==> config.mk <==
export PLATFORM = sky130hd
export DESIGN_NAME = pkt_collector_fifo_flat
export DESIGN_NICKNAME = d
export VERILOG_FILES = /design/src/rtl/pkt_collector_fifo_if.sv /design/src/rtl/pkt_collector_fifo.sv /design/src/flat_wrapper.sv
export SDC_FILE = /design/constraint.sdc
export NUM_CORES = 1
export LEC_CHECK = 0
export ABC_CLOCK_PERIOD_IN_PS = 5300
export CAP_MARGIN = 0
export CORE_ASPECT_RATIO = 1.5
export CORE_UTILIZATION = 45
export CTS_CLUSTER_DIAMETER = 50
export DETAILED_ROUTE_END_ITERATION = 10
export PLACE_DENSITY = 0.68
export SYNTH_ARGS = -nofsm -noshare
export SYNTH_HDL_FRONTEND = slang
export SYNTH_SLANG_ARGS = --single-unit
==> constraint.sdc <==
create_clock -name clk -period 5.3 [get_ports clk]
set_input_delay 1.59 -clock clk [delete_from_list [all_inputs] [get_ports clk]]
set_output_delay 1.59 -clock clk [all_outputs]
set_load 0.02 [all_outputs]
==> src/rtl/pkt_collector_fifo_if.sv <==
// Router-local-port and consumer-read bundle for pkt_collector_fifo.
// The master side is the router/consumer. The slave side is the collector.
interface pkt_collector_fifo_if #(
  parameter int PACKET_W = 26,
  parameter int PKTID_W  = 10,
  parameter int SRCID_W  = 6,
  parameter int DATA_W   = 9,
  parameter int TS_W     = 16
);
  logic [PACKET_W-1:0] PacketIn;
  logic                ReqUpStr;
  logic                GntUpStr;
  logic                UpStrFull;
  logic                rd_en;
  logic                rd_valid;
  logic [PKTID_W-1:0]  rd_pktid;
  logic [SRCID_W-1:0]  rd_srcid;
  logic [DATA_W-1:0]   rd_data;
  logic [TS_W-1:0]     rd_ts;

  modport master (
    output PacketIn, ReqUpStr, rd_en,
    input  GntUpStr, UpStrFull, rd_valid, rd_pktid, rd_srcid, rd_data, rd_ts
  );

  modport slave (
    input  PacketIn, ReqUpStr, rd_en,
    output GntUpStr, UpStrFull, rd_valid, rd_pktid, rd_srcid, rd_data, rd_ts
  );
endinterface

==> src/rtl/pkt_collector_fifo.sv <==
// Packet sink for a router local port. It grants each packet, timestamps it, and
// queues it in a first-word-fall-through FIFO for a PE or logger.
module pkt_collector_fifo #(
  parameter logic [5:0] ROUTER_ID  = 6'b010_001,
  parameter int         PACKET_W   = 26,
  parameter int         PKTID_W    = 10,
  parameter int         SRCID_W    = 6,
  parameter int         DATA_W     = 9,
  parameter int         FIFO_DEPTH = 4,
  parameter int         TS_W       = 16
) (
  input  logic                 clk,
  input  logic                 reset,
  pkt_collector_fifo_if.slave  bus,
  output logic [TS_W-1:0]      cycle_counter,
  output logic [15:0]          rx_count,
  output logic [5:0]           my_id
);
  localparam int PTR_W = $clog2(FIFO_DEPTH);
  localparam logic [PTR_W:0] FULL_CNT = (PTR_W+1)'(FIFO_DEPTH);

  typedef struct packed {
    logic [PKTID_W-1:0] pktid;
    logic [SRCID_W-1:0] srcid;
    logic [DATA_W-1:0]  data;
    logic [TS_W-1:0]    ts;
  } entry_t;

  typedef enum logic {WAIT_REQ, RECEIVE_DATA} state_t;

  state_t           state;
  entry_t           mem [FIFO_DEPTH];
  entry_t           head;
  logic [PTR_W-1:0] wrPtr, rdPtr;
  logic [PTR_W:0]   count;
  logic             full, wr, rd;

  // The reserved top bit of the packet bus is intentionally dropped.
  logic unusedRsvd;
  assign unusedRsvd = bus.PacketIn[PACKET_W-1];

  assign my_id         = ROUTER_ID;
  assign full          = (count == FULL_CNT);
  assign wr            = (state == WAIT_REQ) && bus.ReqUpStr && !full;
  assign rd            = bus.rd_en && (count != '0);
  assign head          = mem[rdPtr];
  assign bus.UpStrFull = full;
  assign bus.rd_valid  = (count != '0);
  assign bus.rd_pktid  = head.pktid;
  assign bus.rd_srcid  = head.srcid;
  assign bus.rd_data   = head.data;
  assign bus.rd_ts     = head.ts;

  always_ff @(posedge clk) begin
    if (reset) begin
      state        <= WAIT_REQ;
      bus.GntUpStr <= 1'b0;
    end else begin
      case (state)
        WAIT_REQ: if (wr) begin
          bus.GntUpStr <= 1'b1;
          state        <= RECEIVE_DATA;
        end
        default: begin
          bus.GntUpStr <= 1'b0;
          state        <= WAIT_REQ;
        end
      endcase
    end
  end

  always_ff @(posedge clk) begin
    if (reset) begin
      cycle_counter <= '0;
      rx_count      <= '0;
      wrPtr         <= '0;
      rdPtr         <= '0;
      count         <= '0;
    end else begin
      cycle_counter <= cycle_counter + TS_W'(1);
      if (wr && rx_count != 16'hFFFF) rx_count <= rx_count + 16'd1;
      if (wr) wrPtr <= wrPtr + PTR_W'(1);
      if (rd) rdPtr <= rdPtr + PTR_W'(1);
      case ({wr, rd})
        2'b10:   count <= count + (PTR_W+1)'(1);
        2'b01:   count <= count - (PTR_W+1)'(1);
        default: count <= count;
      endcase
    end
  end

  // The storage is left unreset. Only entries between rdPtr and wrPtr are ever presented.
  always_ff @(posedge clk) begin
    if (!reset && wr)
      mem[wrPtr] <= '{pktid: bus.PacketIn[PACKET_W-2 -: PKTID_W],
                      srcid: bus.PacketIn[PACKET_W-2-PKTID_W -: SRCID_W],
                      data:  bus.PacketIn[DATA_W-1:0],
                      ts:    cycle_counter};
  end
endmodule

==> src/flat_wrapper.sv <==
// flat-port wrapper written by rule: the top's interface ports become plain ports
module pkt_collector_fifo_flat 
#(
  parameter logic [5:0] ROUTER_ID  = 6'b010_001,
  parameter int         PACKET_W   = 26,
  parameter int         PKTID_W    = 10,
  parameter int         SRCID_W    = 6,
  parameter int         DATA_W     = 9,
  parameter int         FIFO_DEPTH = 4,
  parameter int         TS_W       = 16
)
  (clk, reset, cycle_counter, rx_count, my_id, bus_PacketIn, bus_ReqUpStr, bus_rd_en, bus_GntUpStr, bus_UpStrFull, bus_rd_valid, bus_rd_pktid, bus_rd_srcid, bus_rd_data, bus_rd_ts);
  pkt_collector_fifo_if #(.PACKET_W(PACKET_W), .PKTID_W(PKTID_W), .SRCID_W(SRCID_W), .DATA_W(DATA_W), .TS_W(TS_W)) bus_i ();
  input  logic clk;
  input  logic reset;
  output logic [TS_W-1:0] cycle_counter;
  output logic [15:0] rx_count;
  output logic [5:0] my_id;
  input wire logic [$bits(bus_i.PacketIn)-1:0] bus_PacketIn;
  input wire logic [$bits(bus_i.ReqUpStr)-1:0] bus_ReqUpStr;
  input wire logic [$bits(bus_i.rd_en)-1:0] bus_rd_en;
  output wire logic [$bits(bus_i.GntUpStr)-1:0] bus_GntUpStr;
  output wire logic [$bits(bus_i.UpStrFull)-1:0] bus_UpStrFull;
  output wire logic [$bits(bus_i.rd_valid)-1:0] bus_rd_valid;
  output wire logic [$bits(bus_i.rd_pktid)-1:0] bus_rd_pktid;
  output wire logic [$bits(bus_i.rd_srcid)-1:0] bus_rd_srcid;
  output wire logic [$bits(bus_i.rd_data)-1:0] bus_rd_data;
  output wire logic [$bits(bus_i.rd_ts)-1:0] bus_rd_ts;
  assign bus_i.PacketIn = bus_PacketIn;
  assign bus_i.ReqUpStr = bus_ReqUpStr;
  assign bus_i.rd_en = bus_rd_en;
  assign bus_GntUpStr = bus_i.GntUpStr;
  assign bus_UpStrFull = bus_i.UpStrFull;
  assign bus_rd_valid = bus_i.rd_valid;
  assign bus_rd_pktid = bus_i.rd_pktid;
  assign bus_rd_srcid = bus_i.rd_srcid;
  assign bus_rd_data = bus_i.rd_data;
  assign bus_rd_ts = bus_i.rd_ts;
  pkt_collector_fifo #(.ROUTER_ID(ROUTER_ID), .PACKET_W(PACKET_W), .PKTID_W(PKTID_W), .SRCID_W(SRCID_W), .DATA_W(DATA_W), .FIFO_DEPTH(FIFO_DEPTH), .TS_W(TS_W)) u_core (.clk(clk), .reset(reset), .bus(bus_i), .cycle_counter(cycle_counter), .rx_count(rx_count), .my_id(my_id));
endmodule
# Word-level counts from Yosys, hierarchy flattened
# Memories as Yosys holds them, arrays and structs flattened. A register that Yosys moved wholly into a read port is not among the register bits.
# Cells that the tools add are included.
[classes]
add_sub_neg = 6
n_mul = 0
div_mod_pow = 0
n_lt_le_gt_ge = 0
n_eq_ne = 4
n_shift = 0
n_mux = 6
bitwise = 1
reduce_logical = 10
[op_table]
columns = ["cell", "n"]
rows = [
  ["$add A16 B1 Y16 const B", 2],
  ["$ne A16 B16 Y1 const B", 1],
  ["$pmux W3 S2", 1],
  ["$logic_and A1 B1 Y1", 5],
  ["$add A2 B1 Y2 const B", 2],
  ["$mux W2", 2],
  ["$add A3 B1 Y3 const B", 1],
  ["$eq A3 B3 Y1 const B", 1],
  ["$mux W1", 3],
  ["$reduce_bool A3 Y1", 1],
  ["$sub A3 B1 Y3 const B", 1],
  ["$eq A2 B1 Y1 const B", 1],
  ["$eq A2 B2 Y1 const B", 1],
  ["$logic_not A1 Y1", 2],
  ["$reduce_bool A2 Y1", 1],
  ["$reduce_or A2 Y1", 1],
  ["$not A1 Y1", 1],
]
[totals]
reg_bits = 41
latch_bits = 0
ram_bits = 164
rom_bits = 0
in_bits = 30
output_inout_bits = 82
word_cells = 35
n_memories = 1
[memory_table]
columns = ["name", "depth", "width", "rd", "rd_clocked_by_memory_dff", "write_ports", "line", "text"]
rows = [
  ["u_core.mem", 4, 41, 1, 1, 1, "pkt_collector_fifo.sv:32", "entry_t mem [FIFO_DEPTH];"],
]

# Depth between registers and ports, before layout
[logic_depth]
ltp_word = 6
mapped_depth = 9
ltp_nobuf = 8

# Worst setup path after synthesis
# Ideal clock, no wire load.
[synth_timing]
kind = "input to register"
from = "input port bus_ReqUpStr"
to = "memory u_core.mem[0][0] (netlist bit) (enable)"
setup_ps = 402
t_arrival_ps = 3115
required_ps = 4898
slack_ps = 1782
stages = 4
path_buffers = 0
path_cell_list = "and2b_2 nand2_2 nor2_1 and2_1"
[synth_between]
elab_chain_len = 5
[synth_rtl]
columns = ["item", "line", "text"]
rows = [
  ["start: declaration", "flat_wrapper.sv:20", "input wire logic [$bits(bus_i.ReqUpStr)-1:0] bus_ReqUpStr;"],
  ["$logic_and A1 B1 Y1 (2 in series)", "pkt_collector_fifo.sv:44", "assign wr = (state == WAIT_REQ) && bus.ReqUpStr && !full;"],
  ["$logic_and A1 B1 Y1", "pkt_collector_fifo.sv:94", "if (!reset && wr)"],
  ["$mux W1", "pkt_collector_fifo.sv:94", ""],
  ["$mux W1 (implied by the code)", "pkt_collector_fifo.sv:95", "mem[wrPtr] <= '{pktid: bus.PacketIn[PACKET_W-2 -: PKTID_W],"],
  ["end: declaration", "pkt_collector_fifo.sv:32", ""],
]
# Every way passes these cells.

==> impl_metrics.xml <==
<?xml version="1.0" encoding="UTF-8"?>
<metrics>
  <group name="route">
    <metric name="via_per_instance_ratio" unit="">5.50</metric>
    <metric name="detailedRoute.firstPassIterationCount" unit="">4</metric>
    <metric name="detail_route.wl_per_cell" unit="um">19.1</metric>
    <metric name="drc" unit="">0</metric>
    <metric name="antenna_left" unit="">0</metric>
    <metric name="via_count" unit="">4316</metric>
    <metric name="first_iter_violations" unit="">305</metric>
    <metric name="drt-total-wl" unit="um">15000</metric>
  </group>
  <group name="global_route">
    <metric name="grt_max_degree" unit="">47</metric>
    <metric name="grt.overflow.total" unit="">0</metric>
    <metric name="first_pass_grt_wire_length" unit="um">23700</metric>
    <metric name="grt_pass1_vias" unit="">4472</metric>
    <metric name="antenna_found_initial" unit="">0</metric>
    <metric name="grt_usage" unit="%">16.5</metric>
  </group>
  <group name="synthesis">
    <metric name="synth_enable_flop_cells" unit="">164</metric>
    <metric name="syn-cell-area" unit="sq mm">0.00801</metric>
    <metric name="synthCells" unit="">447</metric>
    <metric name="ys_seq_elements" unit="">207</metric>
    <metric name="synth_compound_area_share" unit="%">2.55</metric>
    <metric name="synth_adder_area_share" unit="%">1.34</metric>
    <metric name="post_synth_num_cell_types" unit="">51</metric>
    <metric name="synth_xor_area_share" unit="%">1.75</metric>
    <metric name="synth-simple-area-share" unit="%">7.33</metric>
    <metric name="yosysSeqAreaShare" unit="%">72.3</metric>
    <metric name="synth-main-ff-cell" unit="">sky130_fd_sc_hd__edfxtp_1</metric>
    <metric name="ys_async_sr_fraction" unit="%">0</metric>
    <metric name="muxShareOfSynthArea" unit="%">12.5</metric>
    <metric name="postSynthAreaPerCell" unit="sq um">17.9</metric>
    <metric name="synthesis.yosys.warnings" unit="">0</metric>
    <metric name="dominant_combinational_cell_family_by_area_after_synthesis" unit="">multiplexers</metric>
  </group>
  <group name="hold_path">
    <metric name="min-delay-path-class" unit="">flop to flop</metric>
  </group>
  <group name="clock_network">
    <metric name="post_cts_setup_driven_buffer_insertion_count" unit="">0</metric>
    <metric name="cts_tree" unit="">built</metric>
    <metric name="numCtsBuffers" unit="">19</metric>
    <metric name="cts_hold_buffers" unit="">0</metric>
    <metric name="clk_pin_slew" unit="ps">70</metric>
    <metric name="post_cts_resize_count" unit="">0</metric>
    <metric name="clkLatencyLatePin" unit="ps">470</metric>
    <metric name="ctsLongestPathBuffers" unit="">3</metric>
    <metric name="cts_max_level" unit="">1</metric>
    <metric name="clock_tree.root_cell" unit="">sky130_fd_sc_hd__clkbuf_16</metric>
    <metric name="clkSinkCount" unit="">207</metric>
  </group>
  <group name="pwr">
    <metric name="power.total" unit="uW">4260</metric>
    <metric name="peakVddDrop" unit="mV">0.364</metric>
    <metric name="power.static_leakage" unit="uW">0.00322</metric>
    <metric name="powerDensity" unit="mW/mm^2">431</metric>
  </group>
  <group name="floorplanning">
    <metric name="io_pins" unit="">112</metric>
    <metric name="die_w" unit="um">111</metric>
    <metric name="core" unit="sq mm">0.0173</metric>
    <metric name="placementRows" unit="">59</metric>
    <metric name="die_h" unit="um">165</metric>
    <metric name="floorplan.initialDensity" unit="%">46.2</metric>
    <metric name="design.die.area" unit="sq mm">0.0183</metric>
  </group>
  <group name="timing">
    <metric name="report.final.hold_viol_count" unit="">0</metric>
    <metric name="worst_clock_skew" unit="ps">12.9</metric>
    <metric name="timing.final.crit_period" unit="ps">4200</metric>
    <metric name="period_share" unit="%">79.2</metric>
    <metric name="maxSlewViolCount" unit="">0</metric>
    <metric name="grt_setup_unrepaired" unit="">false</metric>
    <metric name="worst_hold_slack" unit="ps">473</metric>
    <metric name="finalSetupViolations" unit="">0</metric>
    <metric name="setup_tns" unit="ps">0</metric>
    <metric name="fmaxAchievable" unit="MHz">238</metric>
    <metric name="worst-slew-pin-transition" unit="ps">1140</metric>
    <metric name="timing.slew.headroom" unit="%">24.1</metric>
  </group>
  <group name="worst_setup_path">
    <metric name="worstSetupStartpointType" unit="">flop</metric>
    <metric name="cp_slowest_stage_delay" unit="ps">1080</metric>
    <metric name="cp_data_required_time" unit="ps">3710</metric>
    <metric name="timing_worst_setup_path_type" unit="">flop to primary output</metric>
    <metric name="critPathCaptureType" unit="">primary output</metric>
    <metric name="critPathMaxFanout" unit="">41</metric>
    <metric name="crit_slowest_cell" unit="">sky130_fd_sc_hd__dfxtp_2</metric>
    <metric name="worstPathArrival" unit="ps">2610</metric>
    <metric name="timing.critical_path.max_delay_family" unit="">flip-flops</metric>
    <metric name="crit_buf_inv" unit="">1</metric>
    <metric name="critical_path.cell_chain" unit="">mux4_2, clkdlybuf4s50_1</metric>
  </group>
  <group name="outcome">
    <metric name="outcome" unit="">finished clean</metric>
  </group>
  <group name="layout">
    <metric name="final_layout_size_suffix_gt1_share" unit="%">16.8</metric>
    <metric name="design.final.nets" unit="">598</metric>
    <metric name="antenna_cells" unit="">0</metric>
    <metric name="most_common_cell_after_layout_fill_and_taps_aside" unit="">sky130_fd_sc_hd__edfxtp_1</metric>
    <metric name="mostFrequentLayoutCells" unit="">sky130_fd_sc_hd__edfxtp_1, sky130_fd_sc_hd__clkdlybuf4s50_1, sky130_fd_sc_hd__mux4_2, sky130_fd_sc_hd__dfxtp_1, sky130_fd_sc_hd__nor2_1</metric>
    <metric name="growth_of_design_area_from_synthesis_to_finish" unit="%">23.6</metric>
  </group>
  <group name="place">
    <metric name="port_buffers" unit="">104</metric>
    <metric name="gp_congestion" unit="">0.731</metric>
    <metric name="detailed_place_hpwl" unit="um">9400</metric>
  </group>
  <group name="job">
    <metric name="maxCapViolations" unit="">0</metric>
  </group>
</metrics>
==> worst paths after layout <==
kind / start / endpoint / slack (ps) / cells past startpoint
min reg2reg: u_core.state / u_core.bus.GntUpStr / 470 / 1
max reg2reg: u_core.count[2] / u_core.count[2] / 2810 / 8
min: u_core.state / u_core.bus.GntUpStr / 470 / 1
max: flop / bus_rd_ts[10] / 1100 / 2
==> flip-flops by register name (all words and copies together), names as in the netlist, named ones only <==
| register | cells |
|---|---|
| u_core.count | 3 |
| u_core.rx_count | 16 |
| u_core.bus.GntUpStr | 1 |
| u_core.cycle_counter | 16 |
| u_core.wrPtr | 2 |
| u_core.state | 1 |
| u_core.mem | 164 |
| u_core.rdPtr | 2 |
==> cells in the mapped netlist (2+ instances only) <==
| cell type | n | share of area (%) |
|---|---|---|
| sky130_fd_sc_hd__mux4_2 | 41 | 12 |
| sky130_fd_sc_hd__xnor2_1 | 3 | 0.33 |
| sky130_fd_sc_hd__and2_1 | 6 | 0.47 |
| sky130_fd_sc_hd__nand3_1 | 10 | 0.63 |
| sky130_fd_sc_hd__o21ai_0 | 6 | 0.38 |
| sky130_fd_sc_hd__buf_2 | 5 | 0.31 |
| sky130_fd_sc_hd__conb_1 | 2 | 0.094 |
| sky130_fd_sc_hd__ha_1 | 7 | 1.1 |
| sky130_fd_sc_hd__edfxtp_1 | 164 | 62 |
| sky130_fd_sc_hd__o41ai_1 | 3 | 0.33 |
| sky130_fd_sc_hd__nand2_1 | 11 | 0.52 |
| sky130_fd_sc_hd__buf_1 | 6 | 0.28 |
| sky130_fd_sc_hd__or3_2 | 2 | 0.19 |
| sky130_fd_sc_hd__nor2_1 | 28 | 1.3 |
| sky130_fd_sc_hd__a21oi_1 | 13 | 0.81 |
| sky130_fd_sc_hd__o31ai_1 | 4 | 0.38 |
| sky130_fd_sc_hd__xor2_1 | 13 | 1.4 |
| sky130_fd_sc_hd__or4_1 | 5 | 0.47 |
| sky130_fd_sc_hd__mux2_1 | 4 | 0.56 |
| sky130_fd_sc_hd__and4_1 | 4 | 0.44 |
| sky130_fd_sc_hd__or3_1 | 4 | 0.31 |
| sky130_fd_sc_hd__nand4_1 | 7 | 0.55 |
| sky130_fd_sc_hd__nor2b_1 | 6 | 0.47 |
| sky130_fd_sc_hd__mux2i_1 | 2 | 0.25 |
| sky130_fd_sc_hd__dfxtp_1 | 43 | 11 |
| sky130_fd_sc_hd__inv_1 | 10 | 0.47 |
| sky130_fd_sc_hd__buf_6 | 2 | 0.28 |
| sky130_fd_sc_hd__nor4_1 | 3 | 0.23 |
| sky130_fd_sc_hd__buf_4 | 6 | 0.56 |
| sky130_fd_sc_hd__clkbuf_1 | 6 | 0.28 |
==> metal layers <==
metal	up-vias	track usage, %	share of wire, %	routed length [um]
met5	-	0	0	0
met3	24	2.88	4.7	699
met4	0	5.45	2.0	307
met2	108	30.4	53	7940
met1	2208	19.4	40	6060
li1	1976	-	-	-
==> metrics by stage <==
stage | worst slack [ps] | std cells | instance area [sq um] | util (%)
detailed placement | 1300 | 752 | 9270 | 53.4
CTS | 1020 | 785 | 9900 | 57.1
finish | 1100 | 785 | 9900 | 57.1
floorplan | 1780 | 451 | 8020 | -
global route | 952 | 785 | 9900 | 57.1
global placement | 1350 | 752 | 9270 | 53.4
==> area by class of cell <==
type | count | area (sq um)
Clock buffer | 27 | 546
Clock inverter | 6 | 83.8
Fill cell | 1338 | 7450
Inverter | 10 | 37.5
Multi-Input combinational cell | 209 | 2070
Sequential cell | 207 | 5790
Tap cell | 213 | 267
Timing Repair Buffer | 113 | 1110
==> cell families after synthesis <==
kind of cell | count (synthesis)
compound gates | 32
xor+xnor | 16
simple gates | 99
fa+ha+maj | 8
mux | 48
flops | 207
buf+inv | 35
other cells | 2
==> report_power, final <==
group	switching [uW]	internal, uW	total, uW
combinational	401	514	915
sequential	146	1840	1990
clock	544	814	1360
(Power assumes the default switching activity.)
